## src/rtl/credit_pkg.sv

```systemverilog
// Shared coin codes, refund FSM states and default money constants for the credit stage.
package credit_pkg;

  localparam logic [1:0] COIN_NICKEL  = 2'd0;
  localparam logic [1:0] COIN_DIME    = 2'd1;
  localparam logic [1:0] COIN_QUARTER = 2'd2;
  localparam logic [1:0] COIN_DOLLAR  = 2'd3;

  localparam int DEFAULT_MAX_CREDIT  = 250;
  localparam int DEFAULT_VAL_NICKEL  = 5;
  localparam int DEFAULT_VAL_DIME    = 10;
  localparam int DEFAULT_VAL_QUARTER = 25;
  localparam int DEFAULT_VAL_DOLLAR  = 100;

  typedef enum logic [1:0] {
    IDLE     = 2'd0,
    SELECT   = 2'd1,
    WAIT_ACK = 2'd2
  } refund_state_t;

endpackage

```

## src/rtl/coin_value_lut.sv

```systemverilog
// Maps a 2-bit coin code to its value in cents.
module coin_value_lut
  import credit_pkg::*;
#(
  parameter int VAL_NICKEL  = DEFAULT_VAL_NICKEL,
  parameter int VAL_DIME    = DEFAULT_VAL_DIME,
  parameter int VAL_QUARTER = DEFAULT_VAL_QUARTER,
  parameter int VAL_DOLLAR  = DEFAULT_VAL_DOLLAR
) (
  input  logic [1:0] code,
  output logic [7:0] value
);

  always_comb begin
    value = VAL_NICKEL[7:0];
    case (code)
      COIN_NICKEL:  value = VAL_NICKEL[7:0];
      COIN_DIME:    value = VAL_DIME[7:0];
      COIN_QUARTER: value = VAL_QUARTER[7:0];
      COIN_DOLLAR:  value = VAL_DOLLAR[7:0];
      default:      value = VAL_NICKEL[7:0];
    endcase
  end

endmodule

```

## src/rtl/credit_accumulator.sv

```systemverilog
// Running customer credit: accepts coins, loads post-purchase credit from the FSM,
// and pays a refund back largest coin first over a valid/ack handshake.
module credit_accumulator
  import credit_pkg::*;
#(
  parameter int MAX_CREDIT  = DEFAULT_MAX_CREDIT,
  parameter int VAL_NICKEL  = DEFAULT_VAL_NICKEL,
  parameter int VAL_DIME    = DEFAULT_VAL_DIME,
  parameter int VAL_QUARTER = DEFAULT_VAL_QUARTER,
  parameter int VAL_DOLLAR  = DEFAULT_VAL_DOLLAR
) (
  input  logic       clk,
  input  logic       reset,
  input  logic       coin_valid,
  input  logic [1:0] coin_type,
  input  logic       update_total_money,
  input  logic [7:0] remaining_money,
  input  logic       refund_req,
  input  logic       change_ack,
  output logic [7:0] total_money,
  output logic       coin_reject,
  output logic       change_valid,
  output logic [1:0] change_type,
  output logic       refund_busy,
  output logic       residual_lost
);

  localparam logic [8:0] MAX9      = MAX_CREDIT[8:0];
  localparam logic [7:0] V_NICKEL  = VAL_NICKEL[7:0];
  localparam logic [7:0] V_DIME    = VAL_DIME[7:0];
  localparam logic [7:0] V_QUARTER = VAL_QUARTER[7:0];
  localparam logic [7:0] V_DOLLAR  = VAL_DOLLAR[7:0];

  refund_state_t state, state_next;

  logic [7:0] coin_value;
  logic [7:0] change_value;
  logic [7:0] base;
  logic [8:0] sum;
  logic [7:0] total_next;
  logic       reject_next;
  logic       valid_next;
  logic [1:0] type_next;
  logic       residual_next;

  coin_value_lut #(
    .VAL_NICKEL (VAL_NICKEL),
    .VAL_DIME   (VAL_DIME),
    .VAL_QUARTER(VAL_QUARTER),
    .VAL_DOLLAR (VAL_DOLLAR)
  ) u_coin_lut (
    .code (coin_type),
    .value(coin_value)
  );

  coin_value_lut #(
    .VAL_NICKEL (VAL_NICKEL),
    .VAL_DIME   (VAL_DIME),
    .VAL_QUARTER(VAL_QUARTER),
    .VAL_DOLLAR (VAL_DOLLAR)
  ) u_change_lut (
    .code (change_type),
    .value(change_value)
  );

  always_ff @(posedge clk or posedge reset) begin
    if (reset) state <= IDLE;
    else       state <= state_next;
  end

  always_comb begin
    state_next = state;
    case (state)
      IDLE:     if (refund_req && total_money != 8'd0) state_next = SELECT;
      SELECT:   state_next = (total_money >= V_NICKEL) ? WAIT_ACK : IDLE;
      WAIT_ACK: if (change_ack) state_next = SELECT;
      default:  state_next = IDLE;
    endcase
  end

  // An update from the FSM is applied before the coin, so the sum starts from the loaded credit.
  assign base = update_total_money ? remaining_money : total_money;
  assign sum  = {1'b0, base} + {1'b0, coin_value};

  always_comb begin
    total_next    = total_money;
    reject_next   = 1'b0;
    valid_next    = change_valid;
    type_next     = change_type;
    residual_next = 1'b0;
    case (state)
      IDLE: begin
        total_next = base;
        if (coin_valid) begin
          if (sum <= MAX9) total_next  = sum[7:0];
          else             reject_next = 1'b1;
        end
      end
      SELECT: begin
        reject_next = coin_valid;
        if (total_money >= V_DOLLAR) begin
          type_next  = COIN_DOLLAR;
          valid_next = 1'b1;
        end else if (total_money >= V_QUARTER) begin
          type_next  = COIN_QUARTER;
          valid_next = 1'b1;
        end else if (total_money >= V_DIME) begin
          type_next  = COIN_DIME;
          valid_next = 1'b1;
        end else if (total_money >= V_NICKEL) begin
          type_next  = COIN_NICKEL;
          valid_next = 1'b1;
        end else if (total_money != 8'd0) begin
          total_next    = 8'd0;
          residual_next = 1'b1;
        end
      end
      WAIT_ACK: begin
        reject_next = coin_valid;
        if (change_ack) begin
          total_next = total_money - change_value;
          valid_next = 1'b0;
        end
      end
      default: ;
    endcase
  end

  always_ff @(posedge clk or posedge reset) begin
    if (reset) begin
      total_money   <= 8'd0;
      coin_reject   <= 1'b0;
      change_valid  <= 1'b0;
      change_type   <= COIN_NICKEL;
      refund_busy   <= 1'b0;
      residual_lost <= 1'b0;
    end else begin
      total_money   <= total_next;
      coin_reject   <= reject_next;
      change_valid  <= valid_next;
      change_type   <= type_next;
      refund_busy   <= (state_next != IDLE);
      residual_lost <= residual_next;
    end
  end

endmodule

```

## config.mk

```make
export PLATFORM = sky130hd
export DESIGN_NAME = credit_accumulator
export DESIGN_NICKNAME = d
export VERILOG_FILES = /design/src/rtl/credit_pkg.sv /design/src/rtl/coin_value_lut.sv /design/src/rtl/credit_accumulator.sv
export SDC_FILE = /design/constraint.sdc
export NUM_CORES = 1
export LEC_CHECK = 0
export BUFFER_PORTS_ARGS = -buffer_cell sky130_fd_sc_hd__buf_2
export CAP_MARGIN = 20
export CORE_MARGIN = 10
export CORE_UTILIZATION = 62
export DETAILED_ROUTE_END_ITERATION = 10
export PLACE_DENSITY = 0.86
export SLEW_MARGIN = 20
export SYNTH_ARGS = -nofsm -noshare
export SYNTH_HDL_FRONTEND = slang
export SYNTH_HIERARCHICAL = 1
export SYNTH_SLANG_ARGS = --single-unit
```

## constraint.sdc

```tcl
create_clock -name clk -period 7.4 [get_ports clk]
set_input_delay 1.11 -clock clk [delete_from_list [all_inputs] [get_ports clk]]
set_output_delay 1.11 -clock clk [all_outputs]
set_load 0.005 [all_outputs]
```

# ---- Word-level counts from Yosys, hierarchy flattened
# Cells that the tools add are included.
dict set report op_classes {
  add_sub_neg 2
  multipliers 0
  n_div 0
  n_lt_le_gt_ge 5
  eq_ne 15
  shift 0
  muxes 35
  n_bitwise 0
  reduce_logical 13
}
# op n
set ops {}
lappend ops {{2-to-1 mux 8 bit} 9}
lappend ops {{one-hot mux 8 bit (4 select lines)} 2}
lappend ops {{one-hot mux 8 bit (3 select lines)} 1}
lappend ops {{2-to-1 mux 2 bit} 7}
lappend ops {{2-to-1 mux 1 bit} 13}
lappend ops {{!= test 2 bit (second input constant)} 6}
lappend ops {{== test 2 bit (second input constant)} 5}
lappend ops {{adder 8 x 8 -> 9 bit} 1}
lappend ops {{<= comparator 9 x 8 -> 1 bit (second input constant)} 1}
lappend ops {{greater-or-equal comparator 8 x 3 -> 1 bit (second input constant)} 1}
lappend ops {{greater-or-equal comparator 8 x 4 -> 1 bit (second input constant)} 1}
lappend ops {{greater-or-equal comparator 8 x 5 -> 1 bit (second input constant)} 1}
lappend ops {{greater-or-equal comparator 8 x 7 -> 1 bit (second input constant)} 1}
lappend ops {{nonzero test 8 bit} 1}
lappend ops {{subtractor 8 bit} 1}
lappend ops {{AND reduction 7 bit} 1}
lappend ops {{== test 2 x 1 -> 1 bit (second input constant)} 3}
lappend ops {{logical NOT 2 bit} 3}
lappend ops {{one-hot mux 2 bit (3 select lines)} 1}
lappend ops {{!= test 5 bit (second input constant)} 1}
lappend ops {{one-hot mux 1 bit (2 select lines)} 2}
lappend ops {{nonzero test 2 bit} 2}
lappend ops {{nonzero test 4 bit} 1}
lappend ops {{AND reduction 3 bit} 1}
lappend ops {{4 further kinds} 4}
dict set report totals {
  ff_bits 16
  latch_bits 0
  ramBits 0
  rom_bits 0
  output_inout_bits 14
  wordCells 77
  mem_count 0
}

# ---- Logic depth before layout (Yosys ltp)
dict set report depth {
  word_depth 7
  depth_mapped 14
}

# ---- Cells and area by module
# Netlist, hierarchy kept.
# module n_inst cells_per_inst area_per_inst_um2 seq_area_each_um2
set modules_own_cells {}
lappend modules_own_cells {credit_accumulator 1 216 1767.9 400.4}
lappend modules_own_cells {coin_value_lut 2 11 86.3 0.0}

# ---- Worst setup path before layout
# Ideal clock, no wire load.
dict set report synth_timing {
  kind {input to register}
  from {input port update_total_money}
  to {register total_money[2]}
  arrival_ns 3.763
  required_time_ns 7.308
  setup_slack_ns 3.545
  cell_stages 14
  n_path_buf 2
  path_cell_list {clkbuf_1 nand2_1 o21ai_0 ha_1 inv_1 fa_1 and2b_1 o2111ai_1 nand2_1 xnor2_1 or4_4 buf_6 and3_1 o31ai_2}
}
dict set report synth_between {
  elab_chain_len 6
}
# item line_no
set synth_rtl {}
lappend synth_rtl {{start: declaration} credit_accumulator.sv:16} ;# input logic update_total_money,
lappend synth_rtl {{2-to-1 mux 8 bit *} credit_accumulator.sv:82} ;# assign base = update_total_money ? remaining_money : total_money;
lappend synth_rtl {{adder 8 x 8 -> 9 bit} credit_accumulator.sv:83} ;# assign sum = {1'b0, base} + {1'b0, coin_value};
lappend synth_rtl {{<= comparator 9 x 8 -> 1 bit} credit_accumulator.sv:95} ;# if (sum <= MAX9) total_next = sum[7:0];
lappend synth_rtl {{2-to-1 mux 8 bit} credit_accumulator.sv:95}
lappend synth_rtl {{2-to-1 mux 8 bit *} credit_accumulator.sv:94} ;# if (coin_valid) begin
lappend synth_rtl {{one-hot mux 8 bit (3 select lines) *} credit_accumulator.sv:91} ;# case (state)
lappend synth_rtl {{end signal: assignment} credit_accumulator.sv:138} ;# total_money <= total_next;
lappend synth_rtl {{end: declaration} credit_accumulator.sv:20} ;# output logic [7:0] total_money,
# Mark *: on every way between the ends. The rest lies on a longest branch, timed or not.
# A chain may end at the register's enable or synchronous reset.

# ---- Worst setup path after layout
dict set report layout_timing {
  from {input port coin_type[0]}
  to {register total_money[6]}
}
dict set report layout_between {
  elab_chain_len 7
  word_cells_on_any_way 10
}
# item line_no
set layout_rtl {}
lappend layout_rtl {{start: declaration} credit_accumulator.sv:15} ;# input logic [1:0] coin_type,
lappend layout_rtl {{== test 2 bit, or another cell as far along} coin_value_lut.sv:16} ;# case (code)
lappend layout_rtl {{one-hot mux 8 bit (4 select lines) *} coin_value_lut.sv:16}
lappend layout_rtl {{net coin_value[4]} credit_accumulator.sv:36} ;# logic [7:0] coin_value;
lappend layout_rtl {{adder 8 x 8 -> 9 bit *} credit_accumulator.sv:83}
lappend layout_rtl {{<= comparator 9 x 8 -> 1 bit} credit_accumulator.sv:95}
lappend layout_rtl {{2-to-1 mux 8 bit *} credit_accumulator.sv:95}
lappend layout_rtl {{2-to-1 mux 8 bit *} credit_accumulator.sv:94}
lappend layout_rtl {{one-hot mux 8 bit (3 select lines) *} credit_accumulator.sv:91}
# The timed path passes the listed nets; every way through them passes the cells marked *. The select of a mux whose other input is x is not followed.

==> results by group <==
Timing
  – Final setup violation count: 0
  – Max-slew headroom: 0.5951
  – Total negative setup slack: 0 ns
  – Crit path time final: 3.856 ns
  – Max frequency: 259.4 MHz
  – Max Slew Vio Count: 0
  – Fin crit share: 0.5211
  – Unrepaired setup endpoints after global routing: no
  – Clock skew: 0.001183 ns
  – Worst-Margin Slew: 0.6067 ns
  – Final Hold Viols: 0

Route
  – Via count: 1787
  – Total length of routed wires: roughly 4.5 mm
  – Initial DRC count: 183
  – Routed Antenna Nets: 0
  – Wire per inst: 14.61 um
  – DRC Markers: 0
  – Pre-antenna DRT Iters: 4
  – Vias/cell: 5.840

Synth
  – Synth unique cells: 56
  – Post-synthesis simple-gate area fraction: 0.1857
  – Register area share after synthesis: 0.2063
  – Synth Area in XOR/XNOR: 0.04062
  – Adder-Cell Fraction of Synth Area: 0.1947
  – Syn Area/Cell: 8.154 sq um
  – Mapped Area: 0.001941 sq mm
  – Post-synth EDFFs: 0
  – Most used DFF post-synth: dfrtp_1
  – Multiplexer share of the synthesized area: 0.03482
  – Register bit count reported by yosys: 16
  – Largest family of logic cells by synthesized area: compound AO/OA/AOI/OAI gates
  – Cells after synthesis: about 240
  – Syn_nets: 283
  – Synth warn: 6
  – Complex-gate fraction of the synthesized area: 0.2547
  – Async SR Flop Fraction: 1.000

Final layout
  – Nets: 308
  – Final core utilization: 0.7004
  – Commonest non-fill, non-tap cells in the layout: 29 x buf_2, 27 x ha_1, 26 x inv_1
  – Area Growth Syn to Fin: 9.284%
  – Ratio of cells with drive above 1 in the final layout: 0.1794
  – FILL cells: 254
  – N_diodes: 0
  – Most common cell after layout, fill and taps aside: buf_2

GRT
  – Largest net degree at the start of global routing: 17
  – First-pass GRT wire length: 7.700 mm
  – Total grt overflow: 0
  – Initial antenna violation count: 0
  – Vias in the first global route: 1741
  – GRT Util Overall: 0.1516

Die
  – Ports: 30
  – Initial core utilization: 0.6409
  – Die area: between 0.005 and 0.006 sq mm
  – Core area: 0.003028 sq mm
  – Site Rows: 20
  – Die Ht: between 70 and 80 um
  – Die X: 75.95 um

Power and ir drop
  – Pwr per Cell Area: roughly 450 mW/mm^2
  – Leakage: 1.026 nW
  – Worst VDD drop: 0.0001744 V

Outcome
  – Status: complete, no violations

Clock network
  – Clk_lat worst skew: 0.28 ns
  – CTS clk-pin slew, worst paths: 0.10 ns
  – Clk root buf: clkbuf_4
  – Cts repair resizes: 0
  – TritonCTS buffer count: 3
  – Hold Buf Count CTS: 0
  – TritonCTS Sinks: 16
  – Clock buffer depth: 2
  – CTS tree: built
  – Post-CTS setup buffers: 0
  – H-tree depth: 1

Setup path
  – Cells on worst reg2reg path: 12
  – Crit path max fanout: 11
  – Required time worst endpoint: 7.58 ns
  – Reg2reg start: total_money[0]
  – Flop2flop setup slack: 4.09 ns
  – Worst setup EP type: flip-flop
  – CP Class: input port to flip-flop
  – Arrival @ worst endpoint: a little over 4 ns
  – Setup crit start kind: input port
  – Reg-to-reg critical path endpoint: total_money[6]

Placement
  – Placer Congestion: 0.9088
  – DP HPWL: 3.813 mm
  – IO Port Bufs: 29

Hold path
  – Hold Path End: change_valid
  – Hold_sp: change_valid
  – HP Class: flip-flop to flip-flop
  – WHS Path Cells: 2

Job
  – Max_cap viols: 0
## cells in the mapped netlist (all sizes together), types with 2 or more instances
library cell	instances	share of area
buf	5	0.021
dfrtp	16	0.21
xor2	3	0.014
ha	27	0.17
clkbuf	4	0.0077
and3	2	0.0090
nand4b	2	0.0090
a31oi	4	0.013
nor4	2	0.0064
nand2	16	0.031
mux2	6	0.035
nor2b	6	0.019
nor2	10	0.019
a211oi	3	0.017
nand3	4	0.010
xnor2	6	0.027
o21bai	2	0.0077
a21oi	17	0.044
o21ai	22	0.057
o31ai	3	0.017
nor3	7	0.021
nand2b	3	0.0097
a21o	4	0.015
nand4	3	0.0097
o31a	2	0.0090
o21a	5	0.020
inv	26	0.050
o22ai	2	0.0064
fa	2	0.021
or4	3	0.014
or2	4	0.013
conb	2	0.0039
## through the flow
| stage | cell area, sq um | hold slack [ns] | total power (W) | instances | worst slack (ns) |
|---|---|---|---|---|---|
| 2_1_floorplan | 1941 | 0.4907 | 0.0007304 | 238 | 3.545 |
| 3_3_place_gp | 2085 | 0.4846 | 0.0008740 | 302 | 3.347 |
| 3_5_place_dp | 2085 | 0.4993 | 0.0009004 | 302 | 3.252 |
| 4_1_cts | 2121 | 0.5208 | 0.0009615 | 306 | 3.556 |
| 5_1_grt | 2121 | 0.5739 | 0.001071 | 306 | 3.376 |
| 6_report | 2121 | 0.5176 | 0.0009634 | 306 | 3.544 |
## worst max-delay path by stage
stage | slack, ns | from | endpoint
final | 3.54 | coin_type[0] | total_money[6]
after global routing | 3.38 | coin_type[0] | total_money[6]
after CTS | 3.56 | coin_type[0] | total_money[6]
after detailed placement | 3.25 | coin_type[0] | total_money[6]
after global placement | 3.35 | coin_type[0] | total_money[6]
after floorplan | 3.55 | update_total_money | total_money[2]
## critical path, cell delays in order
cell       delay, ns
buf_2           0.10
inv_1           0.05
ha_1            0.20
or2_1           0.23
ha_1            0.23
inv_1           0.08
fa_1            0.21
and2b_1         0.20
o2111ai_1       0.21
nand2_1         0.12
xnor2_1         0.18
or4_4           0.63
nor4b_1         0.18
o32a_1          0.29
## sequential cells by signal (all words and copies together) (netlist names)
register / flops
change_type: 2
total_money: 8
residual_lost: 1
coin_reject: 1
change_valid: 1
state: 2
refund_busy: 1
## final cells by class
| class | instances | area (sq um) | area share |
|---|---|---|---|
| Timing Repair Buffer | 29 | 145.1 | 0.06844 |
| Inverter | 26 | 97.59 | 0.04602 |
| Sequential cell | 16 | 400.4 | 0.1888 |
| Clock buffer | 4 | 36.28 | 0.01711 |
| Tap cell | 44 | 55.05 | 0.02596 |
| Multi-Input combinational cell | 187 | 1386 | 0.6537 |
## metal layers
| metal | part of all wire | vias to the layer above | track usage |
|---|---|---|---|
| met2 | 0.50 | 52 | 0.2721 |
| li1 | - | 903 | - |
| met4 | 0.023 | 0 | 0.05492 |
| met3 | 0.050 | 8 | 0.02712 |
| met5 | 0 | - | 0 |
| met1 | 0.42 | 824 | 0.1731 |
## power by group
part | internal, W | switching (W)
clock network | 0.0000299 | 0.0000285
registers | 0.000129 | 0.0000578
logic | 0.000314 | 0.000403
## logic make-up (layout without fill, tap and decap cells)
logic type / Yosys count / after routing
compound gates: 75 / 75
simple gates: 66 / 66
buf+inv: 35 / 59
fa+ha+maj: 29 / 29
flops: 16 / 16
xor+xnor: 9 / 9
mux: 6 / 6
other cells: 2 / 2
Power figures use the tool's default switching activity.
